--- src/rtl/uart_tx_pkg.sv ---
// Shared types and register map for the FIFO-buffered UART transmitter.
// Holds the frame FSM state encoding and the STATUS bit layout.
package uart_tx_pkg;

    typedef enum logic [1:0] {
        IDLE  = 2'd0,
        START = 2'd1,
        DATA  = 2'd2,
        STOP  = 2'd3
    } tx_state_e;

    localparam logic [31:0] TXDATA_OFS = 32'h0000_0000;
    localparam logic [31:0] STATUS_OFS = 32'h0000_0004;

    localparam int unsigned ST_EMPTY_BIT = 0;
    localparam int unsigned ST_FULL_BIT  = 1;
    localparam int unsigned ST_COUNT_LSB = 2;
    localparam int unsigned ST_BUSY_BIT  = 6;
    localparam int unsigned ST_OVF_BIT   = 7;

    function automatic logic [7:0] pack_status(
        input logic       ovf,
        input logic       busy,
        input logic [3:0] count,
        input logic       full,
        input logic       empty
    );
        logic [7:0] s;
        s                      = '0;
        s[ST_OVF_BIT]          = ovf;
        s[ST_BUSY_BIT]         = busy;
        s[ST_COUNT_LSB +: 4]   = count;
        s[ST_FULL_BIT]         = full;
        s[ST_EMPTY_BIT]        = empty;
        return s;
    endfunction

endpackage

--- src/rtl/uart_tx_fifo_if.sv ---
// CPU data-bus slave port: read/write strobes, byte address, write and read data.
// The core side drives through master; peripheral blocks attach as slave.
interface uart_tx_fifo_if;

    logic        rd;
    logic        wr;
    logic [31:0] addr;
    logic [31:0] wdata;
    logic [31:0] rdata;

    modport master (
        output rd,
        output wr,
        output addr,
        output wdata,
        input  rdata
    );

    modport slave (
        input  rd,
        input  wr,
        input  addr,
        input  wdata,
        output rdata
    );

endinterface

--- src/rtl/sync_fifo.sv ---
// Single-clock show-ahead FIFO; rdata_o presents the head entry while not empty.
// A push into a full FIFO is accepted when a pop happens on the same edge.
module sync_fifo #(
    parameter int unsigned WIDTH = 8,
    parameter int unsigned DEPTH = 8
) (
    input  logic                     clk,
    input  logic                     rst_n,
    input  logic                     push_i,
    input  logic                     pop_i,
    input  logic [WIDTH-1:0]         wdata_i,
    output logic [WIDTH-1:0]         rdata_o,
    output logic                     full_o,
    output logic                     empty_o,
    output logic [$clog2(DEPTH):0]   count_o
);

    localparam int unsigned AW    = $clog2(DEPTH);
    localparam int unsigned CNT_W = AW + 1;
    localparam logic [CNT_W-1:0] CNT_FULL = CNT_W'(DEPTH);

    logic [WIDTH-1:0] mem_q [DEPTH];
    logic [AW-1:0]    wr_ptr_q, wr_ptr_d;
    logic [AW-1:0]    rd_ptr_q, rd_ptr_d;
    logic [CNT_W-1:0] count_q, count_d;
    logic             do_push, do_pop;

    assign full_o  = (count_q == CNT_FULL);
    assign empty_o = (count_q == '0);
    assign count_o = count_q;
    assign rdata_o = mem_q[rd_ptr_q];

    assign do_pop  = pop_i && !empty_o;
    assign do_push = push_i && (!full_o || do_pop);

    always_comb begin
        wr_ptr_d = wr_ptr_q;
        rd_ptr_d = rd_ptr_q;
        count_d  = count_q;
        if (do_push) begin
            wr_ptr_d = wr_ptr_q + AW'(1);
        end
        if (do_pop) begin
            rd_ptr_d = rd_ptr_q + AW'(1);
        end
        unique case ({do_push, do_pop})
            2'b10:   count_d = count_q + CNT_W'(1);
            2'b01:   count_d = count_q - CNT_W'(1);
            default: count_d = count_q;
        endcase
    end

    always_ff @(posedge clk or negedge rst_n) begin
        if (!rst_n) begin
            wr_ptr_q <= '0;
            rd_ptr_q <= '0;
            count_q  <= '0;
        end else begin
            wr_ptr_q <= wr_ptr_d;
            rd_ptr_q <= rd_ptr_d;
            count_q  <= count_d;
        end
    end

    // Storage carries no reset; only pointers and count define contents.
    always_ff @(posedge clk) begin
        if (do_push) begin
            mem_q[wr_ptr_q] <= wdata_i;
        end
    end

endmodule

--- src/rtl/uart_tx_fifo.sv ---
// Memory-mapped 8N1 UART transmitter fed by a byte FIFO: TXDATA write pushes,
// STATUS read reports queue state and clears the sticky overflow flag.
module uart_tx_fifo
    import uart_tx_pkg::*;
#(
    parameter int unsigned CLK_HZ    = 50_000_000,
    parameter int unsigned BAUD      = 9600,
    parameter int unsigned DEPTH     = 8,
    parameter logic [31:0] BASE_ADDR = 32'h4000_0030
) (
    input  logic          clk,
    input  logic          reset,
    uart_tx_fifo_if.slave bus,
    output logic          UART_TX,
    output logic          TX_IRQ
);

    localparam int unsigned DIV    = CLK_HZ / BAUD;
    localparam int unsigned CW     = (DIV > 1) ? $clog2(DIV) : 1;
    localparam logic [CW-1:0] CNT_LAST = CW'(DIV - 1);
    localparam int unsigned FIFO_CW = $clog2(DEPTH) + 1;

    tx_state_e           state_q, state_d;
    logic [CW-1:0]       cnt_q, cnt_d;
    logic [2:0]          bit_q, bit_d;
    logic [7:0]          shift_q, shift_d;
    logic                irq_q, irq_d;
    logic                ovf_q, ovf_d;

    logic                baud_tick;
    logic                pop;
    logic                busy;
    logic                wr_txdata;
    logic                rd_status;

    logic [7:0]          fifo_rdata;
    logic                fifo_full;
    logic                fifo_empty;
    logic [FIFO_CW-1:0]  fifo_count;

    logic                unused_wdata_hi;

    assign unused_wdata_hi = ^bus.wdata[31:8];

    assign wr_txdata = bus.wr && (bus.addr == BASE_ADDR + TXDATA_OFS);
    assign rd_status = bus.rd && (bus.addr == BASE_ADDR + STATUS_OFS);

    sync_fifo #(
        .WIDTH (8),
        .DEPTH (DEPTH)
    ) u_fifo (
        .clk     (clk),
        .rst_n   (reset),
        .push_i  (wr_txdata),
        .pop_i   (pop),
        .wdata_i (bus.wdata[7:0]),
        .rdata_o (fifo_rdata),
        .full_o  (fifo_full),
        .empty_o (fifo_empty),
        .count_o (fifo_count)
    );

    assign baud_tick = (cnt_q == CNT_LAST);

    // State register together with the per-frame datapath it sequences.
    always_ff @(posedge clk or negedge reset) begin
        if (!reset) begin
            state_q <= IDLE;
            cnt_q   <= '0;
            bit_q   <= '0;
            shift_q <= '0;
            irq_q   <= 1'b0;
        end else begin
            state_q <= state_d;
            cnt_q   <= cnt_d;
            bit_q   <= bit_d;
            shift_q <= shift_d;
            irq_q   <= irq_d;
        end
    end

    // Baud count defaults to zero so every state entry restarts the bit period.
    always_comb begin
        state_d = state_q;
        cnt_d   = '0;
        bit_d   = bit_q;
        shift_d = shift_q;
        irq_d   = 1'b0;
        pop     = 1'b0;
        unique case (state_q)
            IDLE: begin
                if (!fifo_empty) begin
                    pop     = 1'b1;
                    shift_d = fifo_rdata;
                    state_d = START;
                end
            end
            START: begin
                if (baud_tick) begin
                    bit_d   = '0;
                    state_d = DATA;
                end else begin
                    cnt_d = cnt_q + CW'(1);
                end
            end
            DATA: begin
                if (baud_tick) begin
                    shift_d = {1'b0, shift_q[7:1]};
                    bit_d   = bit_q + 3'd1;
                    if (bit_q == 3'd7) begin
                        state_d = STOP;
                    end
                end else begin
                    cnt_d = cnt_q + CW'(1);
                end
            end
            STOP: begin
                if (baud_tick) begin
                    if (!fifo_empty) begin
                        pop     = 1'b1;
                        shift_d = fifo_rdata;
                        state_d = START;
                    end else begin
                        irq_d   = 1'b1;
                        state_d = IDLE;
                    end
                end else begin
                    cnt_d = cnt_q + CW'(1);
                end
            end
            default: state_d = IDLE;
        endcase
    end

    always_comb begin
        busy   = (state_q != IDLE);
        TX_IRQ = irq_q;
        unique case (state_q)
            START:   UART_TX = 1'b0;
            DATA:    UART_TX = shift_q[0];
            default: UART_TX = 1'b1;
        endcase
    end

    // Overflow set wins over a same-edge STATUS read so no drop goes unreported.
    always_comb begin
        ovf_d = ovf_q;
        if (rd_status) begin
            ovf_d = 1'b0;
        end
        if (wr_txdata && fifo_full && !pop) begin
            ovf_d = 1'b1;
        end
    end

    always_ff @(posedge clk or negedge reset) begin
        if (!reset) begin
            ovf_q <= 1'b0;
        end else begin
            ovf_q <= ovf_d;
        end
    end

    always_comb begin
        bus.rdata = '0;
        if (rd_status) begin
            bus.rdata = {24'b0, pack_status(ovf_q, busy, 4'(fifo_count),
                                            fifo_full, fifo_empty)};
        end
    end

endmodule

--- src/flat_wrapper.sv ---
// flat-port wrapper written by rule: the top's interface ports become plain ports
module uart_tx_fifo_flat import uart_tx_pkg::*;
#(
    parameter int unsigned CLK_HZ    = 50_000_000,
    parameter int unsigned BAUD      = 9600,
    parameter int unsigned DEPTH     = 8,
    parameter logic [31:0] BASE_ADDR = 32'h4000_0030
)
  (clk, reset, UART_TX, TX_IRQ, bus_rd, bus_wr, bus_addr, bus_wdata, bus_rdata);
  uart_tx_fifo_if bus_i ();
  input  logic clk;
  input  logic reset;
  output logic UART_TX;
  output logic TX_IRQ;
  input wire logic [$bits(bus_i.rd)-1:0] bus_rd;
  input wire logic [$bits(bus_i.wr)-1:0] bus_wr;
  input wire logic [$bits(bus_i.addr)-1:0] bus_addr;
  input wire logic [$bits(bus_i.wdata)-1:0] bus_wdata;
  output wire logic [$bits(bus_i.rdata)-1:0] bus_rdata;
  assign bus_i.rd = bus_rd;
  assign bus_i.wr = bus_wr;
  assign bus_i.addr = bus_addr;
  assign bus_i.wdata = bus_wdata;
  assign bus_rdata = bus_i.rdata;
  uart_tx_fifo #(.CLK_HZ(CLK_HZ), .BAUD(BAUD), .DEPTH(DEPTH), .BASE_ADDR(BASE_ADDR)) u_core (.clk(clk), .reset(reset), .bus(bus_i), .UART_TX(UART_TX), .TX_IRQ(TX_IRQ));
endmodule
--- config.mk ---
export PLATFORM = sky130hd
export DESIGN_NAME = uart_tx_fifo_flat
export DESIGN_NICKNAME = d
export VERILOG_FILES = /design/src/rtl/uart_tx_pkg.sv /design/src/rtl/uart_tx_fifo_if.sv /design/src/rtl/sync_fifo.sv /design/src/rtl/uart_tx_fifo.sv /design/src/flat_wrapper.sv
export SDC_FILE = /design/constraint.sdc
export NUM_CORES = 1
export LEC_CHECK = 0
export BUFFER_PORTS_ARGS = -buffer_cell sky130_fd_sc_hd__buf_4
export CORE_ASPECT_RATIO = 1.4
export CORE_MARGIN = 4
export CORE_UTILIZATION = 24
export DETAILED_ROUTE_END_ITERATION = 8
export GPL_ROUTABILITY_DRIVEN = 0
export GPL_TIMING_DRIVEN = 0
export PLACE_DENSITY = 0.39
export SETUP_SLACK_MARGIN = 0.2
export SYNTH_ARGS = -nofsm -noshare
export SYNTH_HDL_FRONTEND = slang
export SYNTH_HIERARCHICAL = 1
export SYNTH_SLANG_ARGS = --single-unit
--- constraint.sdc ---
create_clock -name clk -period 4.4 [get_ports clk]
set_input_delay 0.88 -clock clk [delete_from_list [all_inputs] [get_ports clk]]
set_output_delay 0.88 -clock clk [all_outputs]
set_load 0.01 [all_outputs]
==> parameters.txt, run 1 <==
Parameter                              Value

Power
  Sequential group share of total power    0.528
  Switching share of total power    0.215
  Power density normalized to cell area    between 300 and 400 mW/mm^2
  Net switching component of the power    0.000415 W
  Clock network power share    0.435
  Internal power of the cells    between 0.0015 and 0.002 W
  Peak supply drop    approximately 0.17 mV
  Static leakage power    2.48 nW
  Combinational share of power    0.037

Clock network
  Clock slew seen by the registers of the worst setup and hold paths    about 0.080 ns
  Number of clock sinks    slightly above 100
  Buffers from clock root to sink, at most    2
  Num CTS Buffers    9
  Cell at the root of the clock tree    sky130_fd_sc_hd__clkbuf_16
  H-tree depth reported by CTS    3
  Clock tree from TritonCTS    yes
  Number of buffers inserted for hold repair after clock tree synthesis    0
  Worst-Skew Late Latency    approximately 0.35 ns
  # Post-CTS Setup Buffers    0
  Cells resized by post-CTS repair    0

STA
  Upper clock frequency limit    between 200 and 300 MHz
  RSZ-0062 raised after global routing    no
  Clock skew    between 0.007 and 0.008 ns
  Final period util    0.826
  Worst-margin pin slew    0.980 ns
  Finish-stage setup viols    0
  Total count of max-transition violations in the final report    0
  Final setup TNS    0 ns
  Worst setup slack after layout    approximately 0.77 ns
  Minimum period implied by the final worst setup slack    roughly 3.6 ns
  Final Hold Violating Endpoints    0
  Relative slew margins    0.344

Synth
  Post-synthesis share of cell area spent on and, or, nand and nor gates    0.0973
  Part of the Yosys area used for sequential elements    0.576
  Count of distinct cell types in the synthesized netlist    52
  Area leader, netlist    sky130_fd_sc_hd__edfxtp_1
  Main synth FF type    sky130_fd_sc_hd__edfxtp_1
  Register bit total from synthesis    102
  Cell types with the largest area share after synthesis    sky130_fd_sc_hd__edfxtp_1, sky130_fd_sc_hd__dfrtp_1, sky130_fd_sc_hd__mux4_1
  Post-Syn Area    approximately 0.0050 sq mm
  Xor and xnor fraction of the mapped netlist area    0.0316
  Compound-Gate Fraction of Synth Area    0.0419
  Count of yosys warnings during synthesis    6
  Synth Area in Adders    0.0341
  Dominant combinational cell family by area after synthesis    multiplexers
  Fraction of synthesis flops using an asynchronous set or reset pin    0.373
  Multiplexer fraction of the synthesized cell area    0.153
  Area share of the largest cell type after synthesis    0.385
  Number of flops mapped to enable cells by yosys    64
  Cell count after synthesis    roughly 350
  Average size of a mapped cell    14.5 sq um

GRT
  Number of antenna violations at the first check in global routing    0
  First-pass GRT wire length    between 15000 and 20000 microns
  Via count of the first global-routing pass    slightly below 3000
  Total congestion overflow    0
  Maximum number of pins on one net before global-route repair    39
  GRT Resource Usage Total    0.0928

Critical path
  Type of element capturing the critical path    flop
  Setup slack on the worst flop-to-flop path    between 0.7 and 0.8 ns
  Depth of the most critical reg-to-reg path    12
  Buffers plus inverters on the worst setup path    1
  Cell Chain, Critical Path    ha_1, and4bb_1, a41oi_1, nor3_1, o21ai_2, or2_2, inv_1, ha_1, or2_2, nand3_1, mux2_2, nand3b_1
  R2r startpoint    u_core/cnt_q[0]
  Kind of critical path    flop to flop
  Total stage count of the critical path    12
  Startpoint type of the worst setup path    flop
  Crit path largest cell delay    around 0.73 ns
  Data arrival time of the critical path    3.92 ns
  Master of the slowest instance on the critical path    sky130_fd_sc_hd__nor3_1
  Launch point of the worst path    u_core/cnt_q[0]
  Maximum fanout encountered on the critical timing path    7
  Terminus of the critical flop-to-flop path    u_core/u_fifo/count_o[3]
  Kind of cell with the highest combined delay on the critical path    simple AND/OR/NAND/NOR gates
  Required time at the worst-slack endpoint    4.69 ns

Placement
  Count of placed standard cells including taps    just under 700
  Area of placed instances    0.00584 sq mm
  Dpl hpwl    roughly 7500 microns
  Worst slack after detailed placement    0.532 ns
  Quantity of I/O buffers inserted on ports    53

Detailed routing
  Final wirelength    10600 microns
  DRT Pass-1 Iters    4
  Iteration-0 DRC Markers    114
  Final routed wire length divided by cell count    ~15 microns
  Post-DR vias/cell    ~4.3
  Routed via count    between 2000 and 3000
  DRC Markers    0
  Number of antenna-violating nets in the routed design    0

Status
  Status    completed

Final layout
  Reg area    about 0.0029 sq mm
  Growth of design area from synthesis to finish    23.4%
  Most frequent cells in the layout    sky130_fd_sc_hd__buf_4, sky130_fd_sc_hd__edfxtp_1, sky130_fd_sc_hd__dfrtp_1, sky130_fd_sc_hd__nor2_1, sky130_fd_sc_hd__conb_1
  Final #Nets    515
  Post-route design area    0.00616 sq mm
  Area of the multi-input gates    between 0.0015 and 0.002 sq mm
  Layout filler cell count    approximately 2100
  Finished Layout Cells    695
  Leading cell type in the layout, fill and taps excluded    sky130_fd_sc_hd__buf_4
  Layout cell share with drive strength beyond 1    0.328
  Number of diodes added for antenna fixing    0

Flow run
  Number of violations of the max-capacitance limit    0

Floorplanning
  Overall die width    between 100 and 150 microns
  Chip Height    around 180 microns
  Initial core utilization    0.244
  Overall die area    around 0.023 sq mm
  Ports    ~100
  Area of the core    about 0.020 sq mm
  Number of core rows    62

Worst hold path
  Min-Delay Startpoint    u_core/cnt_q[0]
  Cell depth of the worst min-delay path    1
  Hold/Removal Path Class    flop to flop
  Hold Path Sink    u_core/cnt_q[0]
[cell usage after synthesis (all sizes together), types with 2 or more instances]
cell type / n
ha: 12
or3: 2
or2: 3
and4bb: 3
and3: 2
xor2: 4
buf: 33
o21ai: 4
dfrtp: 38
a22oi: 2
a32o: 2
edfxtp: 64
nand3: 7
mux2i: 2
nand2b: 3
o21a: 2
nand2: 12
nor2: 25
xnor2: 14
nand4: 3
a21oi: 2
o2111ai: 2
nor4: 13
and2: 5
mux4: 16
nor3: 9
clkbuf: 2
mux2: 26
inv: 17
nand3b: 2
[per-layer routing]
| layer | vias up | track usage | part of all wire |
|---|---|---|---|
| li1 | 1425 | - | - |
| met1 | 1436 | 0.109 | 0.42 |
| met2 | 81 | 0.165 | 0.51 |
| met3 | 13 | 0.0174 | 0.057 |
| met4 | 0 | 0.0377 | 0.016 |
| met5 | - | 0 | 0 |
[registers in the layout (all words and copies together), names as in the netlist]
signal / flops
u_core/bit_q: 3
u_core/u_fifo/count_o: 4
u_core/TX_IRQ: 1
u_core/u_fifo/rd_ptr_q: 3
u_core/ovf_q: 1
u_core/shift_q: 8
u_core/cnt_q: 13
u_core/u_fifo/mem_q: 64
u_core/u_fifo/wr_ptr_q: 3
u_core/state_q: 2
[worst reg2reg max path, delay by kind of cell (launching register included)]
kind | cells | cell delay (ns)
adder cells (fa/ha/maj) | 2 | 0.48
buffers and inverters | 1 | 0.08
AO/OA/AOI/OAI | 2 | 0.41
flip-flops | 1 | 0.39
multiplexers | 1 | 0.33
AND/OR/NAND/NOR | 6 | 1.87
[worst max path at each step]
stage | slack, ns | end
after global routing | 0.41 | u_core/u_fifo/mem_q[5][5]
after CTS | 0.65 | u_core/u_fifo/mem_q[5][5]
final | 0.77 | u_core/u_fifo/count_o[3]
after detailed placement | 0.53 | u_core/u_fifo/mem_q[5][3]
after floorplan | 1.15 | u_core/u_fifo/mem_q[0][0]
after global placement | -0.20 | u_core/u_fifo/mem_q[0][1]
[per-stage QoR]
stage          power (W)  hold WS, ns   util
3_3_place_gp     0.00111        0.482  0.283
2_1_floorplan    0.00107        0.453      -
3_5_place_dp     0.00111        0.490  0.285
6_report         0.00193        0.489  0.301
5_1_grt          0.00201        0.528  0.301
4_1_cts          0.00196        0.500  0.301
[power groups by stage]
stage / combinational (W) / sequential, W / clock (W)
global route: 0.0000800 / 0.00102 / 0.000911
finish: 0.0000714 / 0.00102 / 0.000839
global placement: 0.0000705 / 0.00104 / 0
floorplan: 0.0000271 / 0.00104 / 0
CTS: 0.0000718 / 0.00102 / 0.000873
detailed placement: 0.0000717 / 0.00104 / 0
[cells by family after synthesis]
logic type      after synthesis
flops                       102
simple gates                 91
buf+inv                      52
mux                          44
compound gates               24
xor+xnor                     18
fa+ha+maj                    13
other cells                   1
[layout make-up]
type,instances,share of cell area
plain buffers,35,0.0427
clock buffers,9,0.0366
clock inverters,7,0.0150
inverters,17,0.0104
multi-input cells,214,0.309
flip-flops and latches,102,0.467
well taps,256,0.0520
repair buffers,55,0.0677
Note: power is estimated with default switching activity, not from simulation.
==> inputs of run 2 (changes only) <==
--- a/config.mk
+++ b/config.mk
@@ -5,6 +5,7 @@
 export SDC_FILE = /design/constraint.sdc
 export NUM_CORES = 1
 export LEC_CHECK = 0
+export ABC_AREA = 1
 export BUFFER_PORTS_ARGS = -buffer_cell sky130_fd_sc_hd__buf_4
 export CORE_ASPECT_RATIO = 1.4
 export CORE_MARGIN = 4
==> constraint.sdc (replaced) <==
create_clock -name clk -period 3.4 [get_ports clk]
set_input_delay 0.68 -clock clk [delete_from_list [all_inputs] [get_ports clk]]
set_output_delay 0.68 -clock clk [all_outputs]
set_load 0.01 [all_outputs]
==> parameters.txt, run 2 <==
Parameter                              Value

Critical path
  Maximum fanout encountered on the critical timing path    8 (+1)
  Required time at the worst-slack endpoint    3.37 ns (-1.32 ns)
  Data arrival time of the critical path    2.88 ns (-1.04 ns)
  Kind of critical path    flop to flop
  Crit path largest cell delay    0.66 ns (-0.07 ns)
  Kind of cell with the highest combined delay on the critical path    simple AND/OR/NAND/NOR gates
  Most frequent CP cell    sky130_fd_sc_hd__inv_1
  Master of the slowest instance on the critical path    sky130_fd_sc_hd__nor3_2
  Startpoint type of the worst setup path    flop
  Buffers plus inverters on the worst setup path    4 (+3)
  Type of element capturing the critical path    flop
  Cell Chain, Critical Path    inv_1, ha_1, inv_1, nor2_1, inv_1, nand2_1, nand2_1, inv_1, nand2_4, nand2_4, nand3_2, nor3_2

Synth
  Cell count after synthesis    574 (+66%)
  Main synth FF type    sky130_fd_sc_hd__edfxtp_1
  Number of flops mapped to enable cells by yosys    64 (unchanged)
  Register bit total from synthesis    102 (unchanged)
  Area share of the largest cell type after synthesis    0.364 (-0.0208)
  Most common library cells after synthesis    sky130_fd_sc_hd__nand2_1, sky130_fd_sc_hd__nor2_1, sky130_fd_sc_hd__inv_1, sky130_fd_sc_hd__edfxtp_1, sky130_fd_sc_hd__dfrtp_1
  Part of the Yosys area used for sequential elements    0.545 (-0.0310)
  Average size of a mapped cell    9.19 sq um (-36%)
  Fraction of synthesis flops using an asynchronous set or reset pin    0.373 (unchanged)
  Post-Syn Area    0.00527 sq mm (+5.7%)
  Cell with the most instances after synthesis    sky130_fd_sc_hd__nand2_1
  Count of yosys warnings during synthesis    6 (unchanged)
  Cell types with the largest area share after synthesis    sky130_fd_sc_hd__edfxtp_1, sky130_fd_sc_hd__dfrtp_1, sky130_fd_sc_hd__nand2_1
  Count of distinct cell types in the synthesized netlist    40 (-23%)
  Area leader, netlist    sky130_fd_sc_hd__edfxtp_1

STA
  Clock skew    0.00758 ns (-0.000330 ns)
  Total count of max-transition violations in the final report    0 (unchanged)
  Minimum period implied by the final worst setup slack    2.91 ns (-0.722 ns)
  Finish-stage setup viols    0 (unchanged)
  Final period util    0.856 (+0.0305)
  Worst Hold Margin    0.297 ns (-0.192 ns)
  RSZ-0062 raised after global routing    no
  Final Hold Violating Endpoints    0 (unchanged)
  Upper clock frequency limit    344 MHz (+25%)
  Relative slew margins    0.454 (+0.110)
  Worst setup slack after layout    0.489 ns (-0.278 ns)
  Worst-margin pin slew    0.815 ns (-0.165 ns)

Clock network
  Clock tree from TritonCTS    yes
  Cell at the root of the clock tree    sky130_fd_sc_hd__clkbuf_16
  Buffers from clock root to sink, at most    2 (unchanged)
  H-tree depth reported by CTS    3 (unchanged)
  Number of buffers inserted for hold repair after clock tree synthesis    0 (unchanged)
  Worst-Skew Late Latency    0.35 ns (about the same)
  Num CTS Buffers    9 (unchanged)
  Number of clock sinks    102 (unchanged)
  Clock slew seen by the registers of the worst setup and hold paths    0.07 ns (about the same)

GRT
  Number of antenna violations at the first check in global routing    0 (unchanged)
  GRT Resource Usage Total    0.106 (+0.0132)
  Total congestion overflow    0 (unchanged)
  First-pass GRT wire length    20300 microns (+26%)
  Via count of the first global-routing pass    3953 (+35%)
  Maximum number of pins on one net before global-route repair    39 (unchanged)

Final layout
  Layout cell share with drive strength beyond 1    0.213 (-0.115)
  Number of diodes added for antenna fixing    0 (unchanged)
  Number of flip-flops in the largest register    64 (unchanged)
  Finished Layout Cells    959 (+38%)
  Growth of design area from synthesis to finish    22.8%
  Largest register by flop count    u_core/u_fifo/mem_q
  Most frequent cells in the layout    sky130_fd_sc_hd__nand2_1, sky130_fd_sc_hd__buf_4, sky130_fd_sc_hd__nor2_1, sky130_fd_sc_hd__inv_1, sky130_fd_sc_hd__edfxtp_1
  Leading cell type in the layout, fill and taps excluded    sky130_fd_sc_hd__nand2_1
  Top Registers    u_core/u_fifo/mem_q (64), u_core/cnt_q (13), u_core/shift_q (8)
  Final #Nets    743 (+44%)

Detailed routing
  DRT Pass-1 Iters    4 (unchanged)
  Iteration-0 DRC Markers    167 (+46%)
  DRC Markers    0 (unchanged)
  Number of antenna-violating nets in the routed design    0 (unchanged)
  Final wirelength    12500 microns (+18%)
  Final routed wire length divided by cell count    13.1 microns (-14%)
  Routed via count    3886 (+32%)
  Post-DR vias/cell    4.05 (-4.7%)

Power
  Sequential group share of total power    0.537 (+0.009)
  Clock network power share    0.419 (-0.016)
  Peak supply drop    0.223 mV (+34%)
  Static leakage power    2.96 nW (+19%)
  Combinational share of power    0.044 (+0.007)
  Post-route total power    0.00246 W (+27%)
  Power density normalized to cell area    379 mW/mm^2 (+21%)
  Internal power of the cells    0.00195 W (+29%)
  Net switching component of the power    0.000509 W (+23%)
  Switching share of total power    0.207 (-0.00763)

Floorplanning
  Chip Height    183 microns (+2.7%)
  Initial core utilization    0.246 (+0.00233)
  Area of the core    0.0214 sq mm (+4.7%)
  Ports    102 (unchanged)
  Overall die width    133 microns (+2.6%)
  Overall die area    0.0244 sq mm (+5.4%)
  Number of core rows    63 (+1.6%)

Placement
  Count of placed standard cells including taps    943 (+39%)
  Dpl hpwl    9280 microns (+24%)
  Quantity of I/O buffers inserted on ports    53 (unchanged)
  Worst slack after detailed placement    -0.0302 ns (-0.562 ns)

Flow run
  Number of violations of the max-capacitance limit    0 (unchanged)

Worst hold path
  Hold/Removal Path Class    primary input to async pin

Status
  Status    completed
[run 2: final timing paths]
path,slack (ns),cells past startpoint,to,from
worst max-delay path,0.49,12,u_core/u_fifo/mem_q[4][1],u_core/state_q[0]
worst min-delay path,0.30,1,u_core/cnt_q[0],reset
worst max register to register,0.49,12,u_core/u_fifo/mem_q[4][1],u_core/state_q[0]
worst min register to register,0.46,1,u_core/cnt_q[0],u_core/cnt_q[0]
max in group asynchronous,2.75,1,u_core/shift_q[5],reset
min in group clk,0.46,1,u_core/cnt_q[0],u_core/cnt_q[0]
[run 2: logic make-up after synthesis]
family | count (synthesis) | synth area share
xor gates and xnor gates | 7 | 0.0116
DFF | 102 | 0.545
AOI/OAI and AO/OA | 61 | 0.0638
and+or+nand+nor | 270 | 0.229
muxes | 9 | 0.0173
buffers and inverters | 111 | 0.100
other | 1 | 0.000711
adders and majority gates | 13 | 0.0323
[run 2: final cells by class]
cell class	count	area, sq um
fill	2298	15000
sequential	102	2870
multi-input combinational	384	2010
timing repair buffer	54	409
tap	292	365
inverter	76	287
buffer	35	243
clock buffer	11	233
clock inverter	5	58.8
[run 2: layer usage]
layer	GRT usage	vias to the layer above	part of all wire
met5	0	-	0
met4	0.0358	0	0.015
met3	0.0184	11	0.034
met2	0.200	58	0.54
met1	0.120	1830	0.42
li1	-	1987	-
[run 2: what timing repair did]
item	in CTS	in global routing
endpoints found under the setup margin	8	36
setup buffers	0	0
gates resized for setup	1	6
[run 2: stage by stage]
stage	cell area [sq um]	utilization	setup TNS (ns)
2_1_floorplan	5360	-	0
3_3_place_gp	6120	0.286	-8.80
3_5_place_dp	6150	0.287	-0.236
4_1_cts	6450	0.301	0
5_1_grt	6480	0.302	0
6_report	6480	0.302	0
[run 2: power by group through the flow]
stage | Clock (W) | Sequential [W] | Combinational, W
after global routing | 0.00113 | 0.00132 | 0.000124
after detailed placement | 0 | 0.00134 | 0.000109
after CTS | 0.00107 | 0.00132 | 0.000109
after global placement | 0 | 0.00134 | 0.000107
after floorplan | 0 | 0.00135 | 0.0000476
final | 0.00103 | 0.00132 | 0.000108
[run 2: worst reg2reg max path, cell delays in order (launching register included)]
cell	delay, ns
sky130_fd_sc_hd__dfrtp_1	0.44
sky130_fd_sc_hd__inv_1	0.13
sky130_fd_sc_hd__ha_1	0.36
sky130_fd_sc_hd__inv_1	0.15
sky130_fd_sc_hd__nor2_1	0.11
sky130_fd_sc_hd__inv_1	0.04
sky130_fd_sc_hd__nand2_1	0.07
sky130_fd_sc_hd__nand2_1	0.09
sky130_fd_sc_hd__inv_1	0.14
sky130_fd_sc_hd__nand2_4	0.10
sky130_fd_sc_hd__nand2_4	0.10
sky130_fd_sc_hd__nand3_2	0.14
sky130_fd_sc_hd__nor3_2	0.66
